## src/rtl/srl_fifo_pkg.sv

```systemverilog
// Shared definitions for the SRL-based FIFO controller.
//   state_t       : occupancy state of the SRL column (empty / partial / full)
//   SRL_MAX_DEPTH : number of taps in one SRL primitive
//   SRL_ADDR_W    : read tap address width
//   CNT_W         : occupancy counter width (holds up to 17 with the output stage)
package srl_fifo_pkg;

    localparam int unsigned SRL_MAX_DEPTH = 16;
    localparam int unsigned SRL_ADDR_W    = 4;
    localparam int unsigned CNT_W         = 5;

    typedef enum logic [1:0] {
        S_EMPTY,
        S_PART,
        S_FULL
    } state_t;

endpackage

```

## src/rtl/srl_fifo_ctrl_if.sv

```systemverilog
// Streaming bus of the SRL FIFO: producer-side and consumer-side valid/ready
// handshakes plus occupancy status.
//   slave  : FIFO side (accepts in_*, presents out_* and status)
//   master : environment side (producer + consumer)
interface srl_fifo_ctrl_if #(
    parameter int unsigned WIDTH = 8
) ();

    logic [WIDTH-1:0]                 in_data;
    logic                             in_valid;
    logic                             in_ready;
    logic [WIDTH-1:0]                 out_data;
    logic                             out_valid;
    logic                             out_ready;
    logic [srl_fifo_pkg::CNT_W-1:0]   count;
    logic                             full;
    logic                             empty;

    modport slave (
        input  in_data, in_valid, out_ready,
        output in_ready, out_data, out_valid, count, full, empty
    );

    modport master (
        output in_data, in_valid, out_ready,
        input  in_ready, out_data, out_valid, count, full, empty
    );

endinterface

```

## src/rtl/srl16_shreg.sv

```systemverilog
// WIDTH-wide, 16-tap addressable shift register; one SRLC16E-style column per
// data bit. Tap 0 holds the newest entry. No reset: the primitive has none.
//   clk  : clock, rising edge
//   ce   : shift enable; inserts d at tap 0 and moves every entry up one tap
//   addr : read tap select
//   d    : shift-in data
//   q    : contents of tap addr (combinational)
module srl16_shreg #(
    parameter int unsigned WIDTH = 8
) (
    input  logic             clk,
    input  logic             ce,
    input  logic [3:0]       addr,
    input  logic [WIDTH-1:0] d,
    output logic [WIDTH-1:0] q
);

    logic [WIDTH-1:0] taps [16];

    always_ff @(posedge clk) begin
        if (ce) begin
            taps[0] <= d;
            for (int unsigned i = 1; i < 16; i++) begin
                taps[i] <= taps[i-1];
            end
        end
    end

    assign q = taps[addr];

endmodule

```

## src/rtl/srl_fifo_ctrl.sv

```systemverilog
// First-word fall-through FIFO built on an addressable SRL column. The
// controller owns the shift enable (every accepted write shifts) and the read
// tap address, which tracks the oldest entry at tap count-1.
//   CLK   : clock, rising edge
//   RST_N : asynchronous active-low reset (SRL contents are not reset)
//   bus   : slave side of srl_fifo_ctrl_if (handshakes, data, count/full/empty)
// Optional macro SRL_FIFO_OUTREG_EN: adds a one-entry registered output stage
// behind the SRL tap (capacity DEPTH+1, empty-to-valid latency 2). Without it
// the tap drives out_data combinationally (latency 1).
module srl_fifo_ctrl
    import srl_fifo_pkg::*;
#(
    parameter int unsigned WIDTH = 8,
    parameter int unsigned DEPTH = 16
) (
    input  logic             CLK,
    input  logic             RST_N,
    srl_fifo_ctrl_if.slave   bus
);

    if (DEPTH < 2 || DEPTH > SRL_MAX_DEPTH) begin : g_bad_depth
        $error("srl_fifo_ctrl: DEPTH must lie in 2..16");
    end

    state_t                state;
    logic [CNT_W-1:0]      srl_cnt;
    logic [SRL_ADDR_W-1:0] addr;
    logic                  rdy_en;
    logic                  push;
    logic                  srl_pop;
    logic                  srl_valid;
    logic [WIDTH-1:0]      tap;

    assign srl_valid   = (state != S_EMPTY);
    // rdy_en holds off writes for the first cycle after reset release
    assign bus.in_ready = rdy_en & (state != S_FULL);
    assign push         = bus.in_valid & bus.in_ready;

    srl16_shreg #(
        .WIDTH (WIDTH)
    ) u_srl (
        .clk  (CLK),
        .ce   (push),
        .addr (addr),
        .d    (bus.in_data),
        .q    (tap)
    );

    // addr always equals srl_cnt-1 while non-empty. On push+pop the shift moves
    // the next-oldest entry onto the current tap, so nothing changes.
    always_ff @(posedge CLK or negedge RST_N) begin
        if (!RST_N) begin
            state   <= S_EMPTY;
            srl_cnt <= '0;
            addr    <= '0;
            rdy_en  <= 1'b0;
        end else begin
            rdy_en <= 1'b1;
            case ({push, srl_pop})
                2'b10: begin
                    srl_cnt <= srl_cnt + CNT_W'(1);
                    if (state != S_EMPTY) begin
                        addr <= addr + SRL_ADDR_W'(1);
                    end
                    state <= (srl_cnt == CNT_W'(DEPTH - 1)) ? S_FULL : S_PART;
                end
                2'b01: begin
                    srl_cnt <= srl_cnt - CNT_W'(1);
                    if (srl_cnt == CNT_W'(1)) begin
                        addr  <= '0;
                        state <= S_EMPTY;
                    end else begin
                        addr  <= addr - SRL_ADDR_W'(1);
                        state <= S_PART;
                    end
                end
                default: ;
            endcase
        end
    end

`ifdef SRL_FIFO_OUTREG_EN
    logic             stage_valid;
    logic [WIDTH-1:0] stage_data;
    logic [CNT_W-1:0] total_cnt;

    // The stage refills whenever it is empty or being drained this cycle.
    assign srl_pop = srl_valid & (~stage_valid | bus.out_ready);

    always_ff @(posedge CLK or negedge RST_N) begin
        if (!RST_N) begin
            stage_valid <= 1'b0;
        end else if (srl_pop) begin
            stage_valid <= 1'b1;
        end else if (bus.out_ready) begin
            stage_valid <= 1'b0;
        end
    end

    always_ff @(posedge CLK) begin
        if (srl_pop) begin
            stage_data <= tap;
        end
    end

    assign total_cnt     = srl_cnt + CNT_W'(stage_valid);
    assign bus.out_valid = stage_valid;
    assign bus.out_data  = stage_data;
    assign bus.count     = total_cnt;
    assign bus.full      = (total_cnt == CNT_W'(DEPTH + 1));
    assign bus.empty     = (total_cnt == '0);
`else
    assign srl_pop       = srl_valid & bus.out_ready;
    assign bus.out_valid = srl_valid;
    assign bus.out_data  = tap;
    assign bus.count     = srl_cnt;
    assign bus.full      = (state == S_FULL);
    assign bus.empty     = (state == S_EMPTY);
`endif

endmodule

```

## src/flat_wrapper.sv

```systemverilog
// flat-port wrapper written by rule: the top's interface ports become plain ports
module srl_fifo_ctrl_flat import srl_fifo_pkg::*;
#(
    parameter int unsigned WIDTH = 8,
    parameter int unsigned DEPTH = 16
)
  (CLK, RST_N, bus_in_data, bus_in_valid, bus_out_ready, bus_in_ready, bus_out_data, bus_out_valid, bus_count, bus_full, bus_empty);
  srl_fifo_ctrl_if #(.WIDTH(WIDTH)) bus_i ();
  input  logic CLK;
  input  logic RST_N;
  input wire logic [$bits(bus_i.in_data)-1:0] bus_in_data;
  input wire logic [$bits(bus_i.in_valid)-1:0] bus_in_valid;
  input wire logic [$bits(bus_i.out_ready)-1:0] bus_out_ready;
  output wire logic [$bits(bus_i.in_ready)-1:0] bus_in_ready;
  output wire logic [$bits(bus_i.out_data)-1:0] bus_out_data;
  output wire logic [$bits(bus_i.out_valid)-1:0] bus_out_valid;
  output wire logic [$bits(bus_i.count)-1:0] bus_count;
  output wire logic [$bits(bus_i.full)-1:0] bus_full;
  output wire logic [$bits(bus_i.empty)-1:0] bus_empty;
  assign bus_i.in_data = bus_in_data;
  assign bus_i.in_valid = bus_in_valid;
  assign bus_i.out_ready = bus_out_ready;
  assign bus_in_ready = bus_i.in_ready;
  assign bus_out_data = bus_i.out_data;
  assign bus_out_valid = bus_i.out_valid;
  assign bus_count = bus_i.count;
  assign bus_full = bus_i.full;
  assign bus_empty = bus_i.empty;
  srl_fifo_ctrl #(.WIDTH(WIDTH), .DEPTH(DEPTH)) u_core (.CLK(CLK), .RST_N(RST_N), .bus(bus_i));
endmodule
```

## config.mk

```make
export PLATFORM = sky130hd
export DESIGN_NAME = srl_fifo_ctrl_flat
export DESIGN_NICKNAME = d
export VERILOG_FILES = /design/src/rtl/srl_fifo_pkg.sv /design/src/rtl/srl_fifo_ctrl_if.sv /design/src/rtl/srl16_shreg.sv /design/src/rtl/srl_fifo_ctrl.sv /design/src/flat_wrapper.sv
export SDC_FILE = /design/constraint.sdc
export NUM_CORES = 1
export LEC_CHECK = 0
export ABC_AREA = 0
export ABC_CLOCK_PERIOD_IN_PS = 11600
export BUFFER_PORTS_ARGS = -buffer_cell sky130_fd_sc_hd__buf_2
export CORE_MARGIN = 10
export CORE_UTILIZATION = 25
export CTS_BUF_LIST = sky130_fd_sc_hd__clkbuf_2 sky130_fd_sc_hd__clkbuf_4 sky130_fd_sc_hd__clkbuf_8
export DETAILED_ROUTE_END_ITERATION = 8
export SLEW_MARGIN = 10
export SYNTH_ARGS = -nofsm -noshare
export SYNTH_HDL_FRONTEND = slang
export SYNTH_SLANG_ARGS = --single-unit
```

## constraint.sdc

```tcl
create_clock -name CLK -period 11.6 [get_ports CLK]
set_clock_uncertainty 0.15 [all_clocks]
set_input_delay 2.9 -clock CLK [delete_from_list [all_inputs] [get_ports CLK]]
set_output_delay 2.9 -clock CLK [all_outputs]
set_load 0.005 [all_outputs]
```

# [Yosys cells after proc, flatten, opt, wreduce, memory -nomap -nowiden]
# Memories as Yosys holds them, arrays and structs flattened.
# Index checks and enable logic that the tools add are counted.
[word_totals] reg_bits=12 latch_bits=0 ram_bits=128 rom_bits=0 out_inout_bits=17 elab_cells=32 n_memories=1
[memory_table] memory="u_core.u_srl.taps" words=16 width=8 rd=16 rd_clocked_by_memory_dff=0 wr=16 line_no="srl16_shreg.sv:18" text="logic [WIDTH-1:0] taps [16];"
[classes] n_addsub=4 n_mul=0 div=0 order_cmp=0 eq_ne=7 shifts=0 muxes=9 bitwise_logic=3 n_reduce_logical=4
[ops] operator="$pmux W5 S2" count=1
[ops] operator="$mux W4" count=2
[ops] operator="$pmux W4 S2" count=1
[ops] operator="$add A5 B1 Y5 const B" count=1
[ops] operator="$eq A5 B1 Y1 const B" count=1
[ops] operator="$eq A5 B4 Y1 const B" count=1
[ops] operator="$sub A5 B1 Y5 const B" count=1
[ops] operator="$add A4 B1 Y4 const B" count=1
[ops] operator="$eq A2 B2 Y1 const B" count=2
[ops] operator="$pmux W2 S2" count=1
[ops] operator="$reduce_bool A2 Y1" count=2
[ops] operator="$sub A4 B1 Y4 const B" count=1
[ops] operator="$and A1 B1 Y1" count=3
[ops] operator="$mux W1" count=3
[ops] operator="$eq A2 B1 Y1 const B" count=1
[ops] operator="$logic_not A2 Y1" count=1
[ops] operator="$mux W2" count=1
[ops] operator="$ne A2 B1 Y1 const B" count=1
[ops] operator="$ne A2 B2 Y1 const B" count=1
[ops] operator="$reduce_and A2 Y1" count=1

# [Logic depth before layout (Yosys ltp)]
[logic_depth] ltp_word=6 mapped_depth=10

# [Hierarchy]
# From an unflattened synthesis, not the netlist that was laid out.
[unflattened] cells_unflattened=287 hier_area_um2=5710.5
[modules_own_cells] module="srl16_shreg" n_inst=1 cells_each=198 area_per_inst_um2=4877.2 seq_area_each_um2=3843.7
[modules_own_cells] module="srl_fifo_ctrl" n_inst=1 cells_each=89 area_per_inst_um2=833.3 seq_area_each_um2=300.3

# [Worst setup path after synthesis]
# OpenSTA, ideal clock, no wires.
[synth_timing] path_kind="input port to flip-flop" start="in bus_in_valid" end="reg u_core.addr[3]" setup_ps=121 arrival_time_ps=6675 required_ps=11329 slack_ps=4654 path_stages=7 path_buffers=0 path_cell_list="nand2_1 > inv_1 > ha_1 > o21ai_0 > o21ai_1 > o21ai_0 > a22o_1"
[synth_between] elab_chain_len=4
[synth_rtl] element="start, declared" line_no="flat_wrapper.sv:12" text="input wire logic [$bits(bus_i.in_valid)-1:0] bus_in_valid;"
[synth_rtl] element="$and A1 B1 Y1 (*)" line_no="srl_fifo_ctrl.sv:37" text="assign push = bus.in_valid & bus.in_ready;"
[synth_rtl] element="net u_core.push" line_no="srl_fifo_ctrl.sv:29" text="logic push;"
[synth_rtl] element="$eq A2 B2 Y1 or $eq A2 B1 Y1 (tied branches)" line_no="srl_fifo_ctrl.sv:59" text="case ({push, srl_pop})"
[synth_rtl] element="$ne A2 B1 Y1 (no line) or $reduce_bool A2 Y1 (tied branches)"
[synth_rtl] element="$reduce_and A2 Y1 (no line)"
[synth_rtl] element="end signal, assigned" line_no="srl_fifo_ctrl.sv:63" text="addr <= addr + SRL_ADDR_W'(1);"
[synth_rtl] element="end signal, assigned" line_no="srl_fifo_ctrl.sv:73" text="addr <= addr - SRL_ADDR_W'(1);"
[synth_rtl] element="end, declared" line_no="srl_fifo_ctrl.sv:27" text="logic [SRL_ADDR_W-1:0] addr;"
# The timed path passes the listed nets; every way through them passes the cells marked *.
# A chain may end at the register's enable or synchronous reset.

# [Worst setup path after layout]
[layout_timing] start="reg u_core.addr[2]" end="out bus_out_data[5]"
[layout_between] elab_chain_len=1
[layout_rtl] element="$mem_v2 Z16 W8"
[layout_rtl] element="end, declared" line_no="flat_wrapper.sv:15" text="output wire logic [$bits(bus_i.out_data)-1:0] bus_out_data;"
# No other way between the ends.

==> flow_metrics.py <==
metrics = {
    "outcome": {
        "outcome": "finished clean",
    },
    "route": {
        "drc": 0,
        "drt_first_pass_iters": 4,
        "ant_nets": 0,
        "drt_first_iter_violations": 326,
        "via_count": 2869,
        "routed_via_density": 4.455,
        "drt-total-wl_mm": 10.06,
        "post_drt_wl_per_cell_um": 15.62,
    },
    "logic_synthesis": {
        "yosysTopAreaCell": "edfxtp_1",
        "async_flop_share_pct": 8.571,
        "synth-seq-cells": 140,
        "yosys.area.top_type_share_pct": 67.65,
        "syn_inst": 309,
        "synth_ff_type": "edfxtp_1",
        "yosysUniqueCellTypes": 46,
        "syn_avg_cell_area_um2": 18.39,
        "synth-seq-area-share_pct": 72.94,
        "syn-num-nets": 330,
        "synth_common_cells": "edfxtp_1 (128), mux4_2 (24), mux2i_1 (17)",
        "syn_area_mm2": 0.005682,
        "synth.most_common_cell": "edfxtp_1",
        "yosys_warnings": 0,
        "synth_edf_count": 128,
        "synth_area_leaders": "edfxtp_1 (68%), mux4_2 (9.5%), dfrtp_1 (5.3%)",
    },
    "power_and_ir_drop": {
        "p_comb_share_pct": 28.5,
        "internal_power_mw": 0.9470,
        "switching_power_mw": 0.4325,
        "ir_drop_v": 0.00006707,
        "finalPower_mw": 1.380,
        "clkPwrFrac_pct": 26.2,
        "p_per_area_mw_per_mm2": 211.8,
        "leakagePower_nw": 2.275,
        "swShare_pct": 31.35,
        "p_seq_share_pct": 45.2,
    },
    "floorplanning": {
        "placementRows": 55,
        "core_area_mm2": 0.02250,
        "start_util_pct": 25.25,
        "dieHeight_um": 170.8,
        "die_area_mm2": 0.02916,
        "fp.dieW_um": 170.8,
        "io_pins": 29,
    },
    "clock_network": {
        "cts_setup_buffers": 0,
        "cts_resized": 0,
        "clkLatencyLatePin_ns": 0.44,
        "clkSinkCount": 140,
        "cts_root_buf": "clkbuf_8",
        "cts.clk_slew.worst_paths_ns": 0.08,
        "cts_tree": "built",
        "holdBufCountCts": 0,
        "cts_max_level": 4,
        "cts_buffers": 17,
        "cts_buffer_depth": 2,
    },
    "final_layout": {
        "fin_area_mm2": 0.006514,
        "drive_above_1_share_pct": 27.02,
        "areaGrowthSynthToFinish_pct": 14.64,
        "antenna_cells": 0,
        "num-nets-final": 367,
    },
    "global_routing": {
        "gr-total-overflow": 0,
        "antenna_found_initial": 0,
        "first_global_vias": 3022,
        "grt_max_degree": 99,
        "grt_pass1_wl_mm": 16.66,
        "grt_usage_pct": 7.304,
    },
    "timing": {
        "rsz0062_at_grt": "no",
        "final.setup.tns_ns": 0,
        "fmax_mhz": 180.1,
        "hold_ws_ns": 0.2980,
        "finalHoldViolCount": 0,
        "timing.final.crit_share_pct": 47.86,
        "worst-slew-pin-transition_ns": 0.8721,
        "max-slew-margin-rel_pct": 41.74,
        "setup_violations": 0,
        "fin_crit_ns": 5.552,
        "drv_slew": 0,
    },
    "worst_setup_path": {
        "r2r_cells": 8,
        "critPathKind": "reg -> out",
        "endpoint_kind": "primary output",
        "path_max_fanout": 32,
        "critPathLaunchType": "flip-flop",
        "r2r_setup_slack_ns": 8.95,
        "arrival_ns": 2.50,
        "cp.required_ns": 8.55,
    },
    "placement": {
        "port_buffers": 28,
        "post_dp_cell_area_mm2": 0.006120,
        "globalplace.congestion": 0.7495,
        "dpl.hpwl_mm": 6.102,
    },
    "job": {
        "maxCapViolCount": 0,
    },
    "min_path": {
        "whs_path_depth": 0,
        "hold_path_class": "reg -> reg",
    },
}
## placed cells by master, fill, tap and decap left out, drive strengths merged, types with 2 or more instances in the layout
cell type  count
nand3          3
xor2           2
mux4          24
a21oi          6
o211ai         8
clkbuf        19
mux2i         17
inv           14
buf           33
clkinv         7
nand2         14
dfrtp         12
a22oi         14
edfxtp       128
nor3           3
clkinvlp       3
and2           2
a211oi         2
nor2           6
o21ai          9
ha             9
nor2b          3
## metrics by stage
stage                     instances  worst slack [ns]  util, %
after CTS                       643             5.950    28.82
final                           644             6.048    28.95
after floorplan                 309             4.654        -
after global placement          611             6.469    27.19
after global routing            644             5.787    28.95
after detailed placement        611             6.443    27.19
## per-layer routing
| layer | vias to the layer above | routed length (µm) | GRT usage (%) |
|---|---|---|---|
| met5 | - | 0 | 0 |
| met4 | 0 | 175 | 3.051 |
| met3 | 14 | 358 | 2.419 |
| met2 | 70 | 4817 | 10.89 |
| met1 | 1472 | 4705 | 9.520 |
| li1 | 1313 | - | - |
## logic make-up after synthesis
| logic type | share of synthesized area [%] |
|---|---|
| AND/OR/NAND/NOR | 3.678 |
| AO/OA/AOI/OAI | 5.748 |
| buffers and inverters | 2.422 |
| adder cells (fa/ha/maj) | 1.982 |
| other | 0.06600 |
| XOR/XNOR | 0.4625 |
| multiplexers | 12.71 |
| flip-flops | 72.94 |
## area by class of cell
class                   count  area [µm²]
clock inverters            13       117.6
well taps                 285       356.6
inverters                  12       47.55
clock buffers              19       249.0
flip-flops and latches    140        4145
fillers                  2155       15990
multi-input cells         142        1400
repair buffers             33       197.7
## power groups by stage
| stage | registers, mW | clock network (mW) | logic [mW] |
|---|---|---|---|
| 4_1_cts | 0.624 | 0.373 | 0.404 |
| 3_5_place_dp | 0.634 | 0 | 0.403 |
| 5_1_grt | 0.630 | 0.397 | 0.441 |
| 3_3_place_gp | 0.632 | 0 | 0.396 |
| 2_1_floorplan | 0.626 | 0 | 0.295 |
| 6_report | 0.624 | 0.362 | 0.394 |
## path summary, 6_finish.rpt
check / startpoint / to
setup / recovery: u_core.addr[2] / bus_out_data[5]
hold / removal: u_core.u_srl.taps[7][6] / u_core.u_srl.taps[8][6]
setup reg to reg: u_core.state[0] / u_core.addr[3]
hold reg to reg: u_core.u_srl.taps[7][6] / u_core.u_srl.taps[8][6]
max in group asynchronous: RST_N / u_core.addr[0]
min in group asynchronous: RST_N / u_core.bus.count[0]
## registers in the layout, summed over array words and instances (netlist names)
register	cells
u_core.u_srl.taps	128
u_core.rdy_en	1
u_core.addr	4
u_core.bus.count	5
u_core.state	2
## worst max-delay path: stages (launching register included)
cell	delay, ns
dfrtp_1	0.33
buf_4	0.40
nor2b_1	0.76
a22oi_1	0.26
nand2_1	0.16
buf_2	0.13
(Power assumes the default switching activity.)
